### src/rtl/mem_test_pkg.sv
// Shared types for the memory test device responder: FSM state encoding and
// latency counter width.
package mem_test_pkg;

  localparam int LAT_CNT_W = 4;

  typedef enum logic [2:0] {
    s_idle,
    s_write_wait,
    s_write_ack,
    s_read_wait,
    s_read_valid
  } mem_resp_state_t;

endpackage

### src/rtl/mem_test_ram.sv
// Word RAM behind the responder: synchronous write port, asynchronous read port.
module mem_test_ram #(
  parameter int DATUM_WIDTH = 8,
  parameter int ADDR_WIDTH  = 8
) (
  input  logic                   i_clk,
  input  logic                   we,
  input  logic [ADDR_WIDTH-1:0]  waddr,
  input  logic [DATUM_WIDTH-1:0] wdata,
  input  logic [ADDR_WIDTH-1:0]  raddr,
  output logic [DATUM_WIDTH-1:0] rdata
);

  localparam int DEPTH = 2 ** ADDR_WIDTH;

  logic [DATUM_WIDTH-1:0] mem [DEPTH];

  // NOTE: storage has no reset; contents must survive a responder reset, and a
  // reset loop over every word would also stop this mapping onto RAM primitives.
  always_ff @(posedge i_clk) begin
    if (we) mem[waddr] <= wdata;
  end

  assign rdata = mem[raddr];

endmodule

### src/rtl/mem_test_memory_responder.sv
// Memory-side responder: serves word write/read requests with programmable
// latency from an internal RAM, with optional per-address read bit-fault injection.
module mem_test_memory_responder
  import mem_test_pkg::*;
#(
  parameter int DATUM_WIDTH   = 8,
  parameter int ADDR_WIDTH    = 8,
  parameter int WRITE_LATENCY = 1,
  parameter int READ_LATENCY  = 2
) (
  input  logic                   i_clk,
  input  logic                   i_rst,
  input  logic                   i_write_req,
  input  logic                   i_read_req,
  input  logic [ADDR_WIDTH-1:0]  i_addr,
  input  logic [DATUM_WIDTH-1:0] i_wdata,
  input  logic                   i_fault_ena,
  input  logic [ADDR_WIDTH-1:0]  i_fault_addr,
  input  logic [DATUM_WIDTH-1:0] i_fault_mask,
  output logic                   o_memory_write_ready,
  output logic                   o_memory_read_valid,
  output logic [DATUM_WIDTH-1:0] o_rdata,
  output logic                   o_busy
);

  mem_resp_state_t        state, state_next;
  logic [LAT_CNT_W-1:0]   lat_cnt, lat_cnt_next;
  logic [ADDR_WIDTH-1:0]  addr_q;
  logic [DATUM_WIDTH-1:0] wdata_q;
  logic [DATUM_WIDTH-1:0] ram_rdata, rdata_next;
  logic                   capture, commit, ram_we, rdata_load;
  logic                   ready_next, valid_next, fault_hit;

  // NOTE: every variable gets a default before the case so no path leaves one
  // unassigned, which would otherwise infer a latch.
  always_comb begin
    state_next   = state;
    lat_cnt_next = lat_cnt;
    capture      = 1'b0;
    commit       = 1'b0;
    rdata_load   = 1'b0;
    ready_next   = 1'b0;
    valid_next   = 1'b0;
    case (state)
      s_idle: begin
        if (i_write_req) begin
          capture      = 1'b1;
          lat_cnt_next = LAT_CNT_W'(WRITE_LATENCY - 1);
          state_next   = s_write_wait;
        end else if (i_read_req) begin
          capture      = 1'b1;
          lat_cnt_next = LAT_CNT_W'(READ_LATENCY - 1);
          state_next   = s_read_wait;
        end
      end
      s_write_wait: begin
        if (lat_cnt == '0) begin
          commit     = 1'b1;
          ready_next = 1'b1;
          state_next = s_write_ack;
        end else begin
          lat_cnt_next = lat_cnt - LAT_CNT_W'(1);
        end
      end
      s_write_ack: state_next = s_idle;
      s_read_wait: begin
        if (lat_cnt == '0) begin
          rdata_load = 1'b1;
          valid_next = 1'b1;
          state_next = s_read_valid;
        end else begin
          lat_cnt_next = lat_cnt - LAT_CNT_W'(1);
        end
      end
      s_read_valid: state_next = s_idle;
      default:      state_next = s_idle;
    endcase
  end

  // The write lands on the edge entering s_write_ack, so a reset on that edge drops it.
  assign ram_we     = commit && !i_rst;
  assign fault_hit  = i_fault_ena && (addr_q == i_fault_addr);
  assign rdata_next = ram_rdata ^ (fault_hit ? i_fault_mask : '0);
  assign o_busy     = (state != s_idle);

  // NOTE: sequential state uses non-blocking assignments so every register
  // samples the pre-edge values regardless of statement order.
  always_ff @(posedge i_clk) begin
    if (i_rst) begin
      state                <= s_idle;
      lat_cnt              <= '0;
      o_memory_write_ready <= 1'b0;
      o_memory_read_valid  <= 1'b0;
      o_rdata              <= '0;
    end else begin
      state                <= state_next;
      lat_cnt              <= lat_cnt_next;
      o_memory_write_ready <= ready_next;
      o_memory_read_valid  <= valid_next;
      if (rdata_load) o_rdata <= rdata_next;
    end
  end

  // Request capture registers are only meaningful after acceptance; no reset needed.
  always_ff @(posedge i_clk) begin
    if (capture) begin
      addr_q  <= i_addr;
      wdata_q <= i_wdata;
    end
  end

  mem_test_ram #(
    .DATUM_WIDTH(DATUM_WIDTH),
    .ADDR_WIDTH (ADDR_WIDTH)
  ) u_ram (
    .i_clk(i_clk),
    .we   (ram_we),
    .waddr(addr_q),
    .wdata(wdata_q),
    .raddr(addr_q),
    .rdata(ram_rdata)
  );

endmodule

### config.mk
export PLATFORM = sky130hd
export DESIGN_NAME = mem_test_memory_responder
export DESIGN_NICKNAME = d
export VERILOG_FILES = /design/src/rtl/mem_test_pkg.sv /design/src/rtl/mem_test_ram.sv /design/src/rtl/mem_test_memory_responder.sv
export SDC_FILE = /design/constraint.sdc
export NUM_CORES = 2
export LEC_CHECK = 0
export CORE_MARGIN = 10
export CORE_UTILIZATION = 57
export DETAILED_ROUTE_END_ITERATION = 7
export PLACE_DENSITY = 0.82
export SLEW_MARGIN = 20
export SYNTH_ARGS = -nofsm -noshare
export SYNTH_HDL_FRONTEND = slang
export SYNTH_SLANG_ARGS = --single-unit
export TNS_END_PERCENT = 30
### constraint.sdc
create_clock -name i_clk -period 3.8 [get_ports i_clk]
set_input_delay 0.76 -clock i_clk [delete_from_list [all_inputs] [get_ports i_clk]]
set_output_delay 0.76 -clock i_clk [all_outputs]
set_load 0.05 [all_outputs]
==> out/metrics.cfg <==
[power]
totalPowerFinal_w = 0.0597
share_comb_of_total_power_pct = 23.0
power.leakage_nw = 29.6
pwr-share-seq_pct = 45.3
max-vdd-ir-drop_uv = 736
power.share.switching_pct = 29.2
power_density_over_the_cells_nw_per_um2 = 643
power_switching_w = 0.0174
clockPowerShare_pct = 31.7
internal-power_w = 0.0423

[worst_setup_path]
critical_path_peak_fanout = 19
path_class = flop to flop
start_kind = flop
crit_arrival_ps = 4700
worstSetupEndpointType = flop
required_ps = 4490

[routing]
dr.first_iter.drc_count = 7834
routed.top_layer = met5
drc = 101
postRouteAntennaNets = 0
met1_layer_wirelength_in_the_final_routing_um = 72500
met3_length_um = 31600
route.detailed.vias_per_inst = 7.03
met2_routed_length_um = 103000
postRouteWirelength_um = 223000
wire_length_per_cell_after_detailed_routing_um = 35.1
vias = 44600
drt_first_pass_iters = 8

[global_route]
grt_overall_usage_pct = 27.9
grt_pass1_wl_um = 319000
largest_net_degree_at_the_start_of_global_routing = 257
leftover_overflow_at_the_end_of_global_routing = 0
first_global_vias = 44500
number_of_antenna_violations_at_the_first_check_in_global_routing = 11

[timing]
setup-violations-final = 2
fin_crit_share_pct = 106
unrepaired_setup_endpoints_after_global_routing = no
fin_skew_ps = 37.8
post-route-worst-setup-slack_ps = -210
worst_slew_pin_slew_ps = 1190
hold_violations = 0
minimum_clock_period_ps = 4010
timing_max_transition_violations_final = 0
timing.max_slew.rel_slack_pct = 20.6
fmax_mhz = 249

[yosys]
synth_top_flop_cell = sky130_fd_sc_hd__edfxtp_1
synthesis.area_per_instance_um2 = 21.4
yosys_warnings = 0
synth_seq_cells = 2089
synth_async_sr_flop_share_pct = 0
mappedNetlistNets = 3839
synth_sequential_area_ratio_pct = 76.8
synth_edf_count = 2064
netlist_instances = 3801
synthesis.area_um2 = 81400
library_cells_used_by_synthesis = 70

[finish]
layout-drive-gt1-share_pct = 29.6
final_cell_count_no_fill = 6342
layout.nets = 4315
synthesis_to_layout_area_growth_pct = 14.2

[clocking]
cts_root_buffer = sky130_fd_sc_hd__clkbuf_16
cts.sinks = 2089
htree_levels = 4
cts.reportedPaths.clkPinSlew_ps = 70
clock_tree.buffer_depth = 3
clock_tree_from_tritoncts = yes
insertion_delay_ps = 840
cts_post_setup_buffers_inserted = 0
cts-buffers-inserted = 189

[hold_path]
hp_class = flop to flop

[placement]
buffer_ports.inserted = 47
dpl_worst_slack_ps = -527
dp_cells = 5974
dp_hpwl_um = 128000
replace_congestion = 0.924

[die]
start_util_pct = 57.4
num_rows = 138
fp.dieH_um = 398
dieWidth_um = 398
core_area_um2 = 142000
io-pin-count = 48
die_area_um2 = 158000

[outcome]
run_status = complete, but fails checks
violations = design-rule violations, negative setup slack

[run]
cap_viol_max_count = 0

-- worst paths after layout --
kind,from,to,slack [ps],cells past startpoint
hold / removal,o_rdata[6],o_rdata[6],490,2
hold reg to reg,o_rdata[6],o_rdata[6],490,2
setup reg to reg,flop,o_rdata[5],-210,11
setup / recovery,flop,o_rdata[5],-210,11
-- area by class of cell --
class | instances | area (um2)
fillers | 8090 | 48800
well taps | 1890 | 2360
repair buffers | 509 | 4370
inverters | 7 | 28.8
multi-input cells | 1481 | 17500
clock buffers | 238 | 5040
flip-flops and latches | 2089 | 62500
clock inverters | 116 | 1060
diodes | 12 | 30.0
-- timing repair --
action                                 in CTS  in global routing
pin swaps                                   0                  0
resized for setup                           5                 16
hold buffers                                0                  0
endpoints found under the hold margin       0                  0
setup endpoints to repair                 480               1149
-- state kept, by name (all words and copies together) (netlist names), named ones only --
name and flops:
o_rdata 8, lat_cnt 4, addr_q 8, o_memory_write_ready 1, o_memory_read_valid 1, wdata_q 8
u_ram.mem 2048, state 3
-- through the flow --
step           util, %  TNS (ps)  hold slack [ps]  cell area [um2]
3_5_place_dp      61.1   -111740              466            86700
3_3_place_gp      61.1    -97930              452            86700
2_1_floorplan        -   -503250              430            81400
6_report          65.5      -228              491            92900
5_1_grt           65.5         0              499            92900
4_1_cts           65.4     -74.4              468            92800
-- metal layers --
metal,vias to the layer above,GRT usage (%)
met5,-,0.998
met4,22,15.5
met3,1024,9.87
met2,4259,42.4
met1,22500,35.2
li1,16800,-
-- power by group through the flow --
stage                     Combinational [W]  Clock [W]  Sequential (W)
after global placement               0.0125          0          0.0275
after detailed placement             0.0128          0          0.0275
after global routing                 0.0140     0.0198          0.0270
final                                0.0137     0.0190          0.0271
after CTS                            0.0132     0.0190          0.0270
after floorplan                     0.00760          0          0.0281
-- worst max-delay path, stage by stage, from the launching register on --
cell and delay [ps]:
sky130_fd_sc_hd__dfxtp_4 620, sky130_fd_sc_hd__buf_12 300, sky130_fd_sc_hd__buf_4 290, sky130_fd_sc_hd__buf_4 280, sky130_fd_sc_hd__nor2b_1 90, sky130_fd_sc_hd__a2111oi_0 730
sky130_fd_sc_hd__or4_1 300, sky130_fd_sc_hd__nand4_1 130, sky130_fd_sc_hd__o31a_1 270, sky130_fd_sc_hd__o31ai_2 500, sky130_fd_sc_hd__o211ai_1 160, sky130_fd_sc_hd__nor3b_2 180
-- kinds of logic after synthesis --
| logic type | synth area share (%) |
|---|---|
| flops | 76.8 |
| compound gates | 2.11 |
| buf+inv | 1.78 |
| fa+ha+maj | 0.0154 |
| mux | 16.1 |
| simple gates | 3.13 |
| xor+xnor | 0.118 |
-- synth_stat cells, types with 13 or more instances --
cell / number / share of area, %
sky130_fd_sc_hd__nand3_1: 46 / 0.28
sky130_fd_sc_hd__mux4_2: 507 / 14
sky130_fd_sc_hd__buf_6: 30 / 0.42
sky130_fd_sc_hd__a21oi_1: 29 / 0.18
sky130_fd_sc_hd__buf_4: 35 / 0.32
sky130_fd_sc_hd__mux2i_1: 93 / 1.1
sky130_fd_sc_hd__a211oi_1: 17 / 0.16
sky130_fd_sc_hd__a22oi_1: 46 / 0.42
sky130_fd_sc_hd__mux4_1: 13 / 0.42
sky130_fd_sc_hd__nor2_1: 306 / 1.4
sky130_fd_sc_hd__nor3_1: 23 / 0.14
sky130_fd_sc_hd__buf_2: 56 / 0.34
sky130_fd_sc_hd__nor2b_1: 23 / 0.18
sky130_fd_sc_hd__clkbuf_1: 82 / 0.38
sky130_fd_sc_hd__a221oi_1: 17 / 0.18
sky130_fd_sc_hd__mux2_2: 33 / 0.46
sky130_fd_sc_hd__o21ai_0: 32 / 0.20
sky130_fd_sc_hd__o22ai_1: 19 / 0.15
sky130_fd_sc_hd__dfxtp_1: 25 / 0.62
sky130_fd_sc_hd__nand2_1: 120 / 0.55
sky130_fd_sc_hd__edfxtp_1: 2064 / 76
-- placed cells by master, fill, tap and decap left out, types with 40 or more instances in the layout --
cell | synthesis | final
sky130_fd_sc_hd__mux4_2 | 507 | 507
sky130_fd_sc_hd__clkinv_1 | 1 | 42
sky130_fd_sc_hd__nor2_1 | 306 | 294
sky130_fd_sc_hd__nand2_1 | 120 | 116
sky130_fd_sc_hd__a22oi_1 | 46 | 46
sky130_fd_sc_hd__nand3_1 | 46 | 45
sky130_fd_sc_hd__buf_4 | 35 | 428
sky130_fd_sc_hd__clkbuf_1 | 82 | 40
sky130_fd_sc_hd__mux2i_1 | 93 | 93
sky130_fd_sc_hd__edfxtp_1 | 2064 | 2064
sky130_fd_sc_hd__clkbuf_16 | 0 | 192
sky130_fd_sc_hd__clkdlybuf4s50_1 | 0 | 47
No activity file was read; power rests on OpenSTA's default activity.
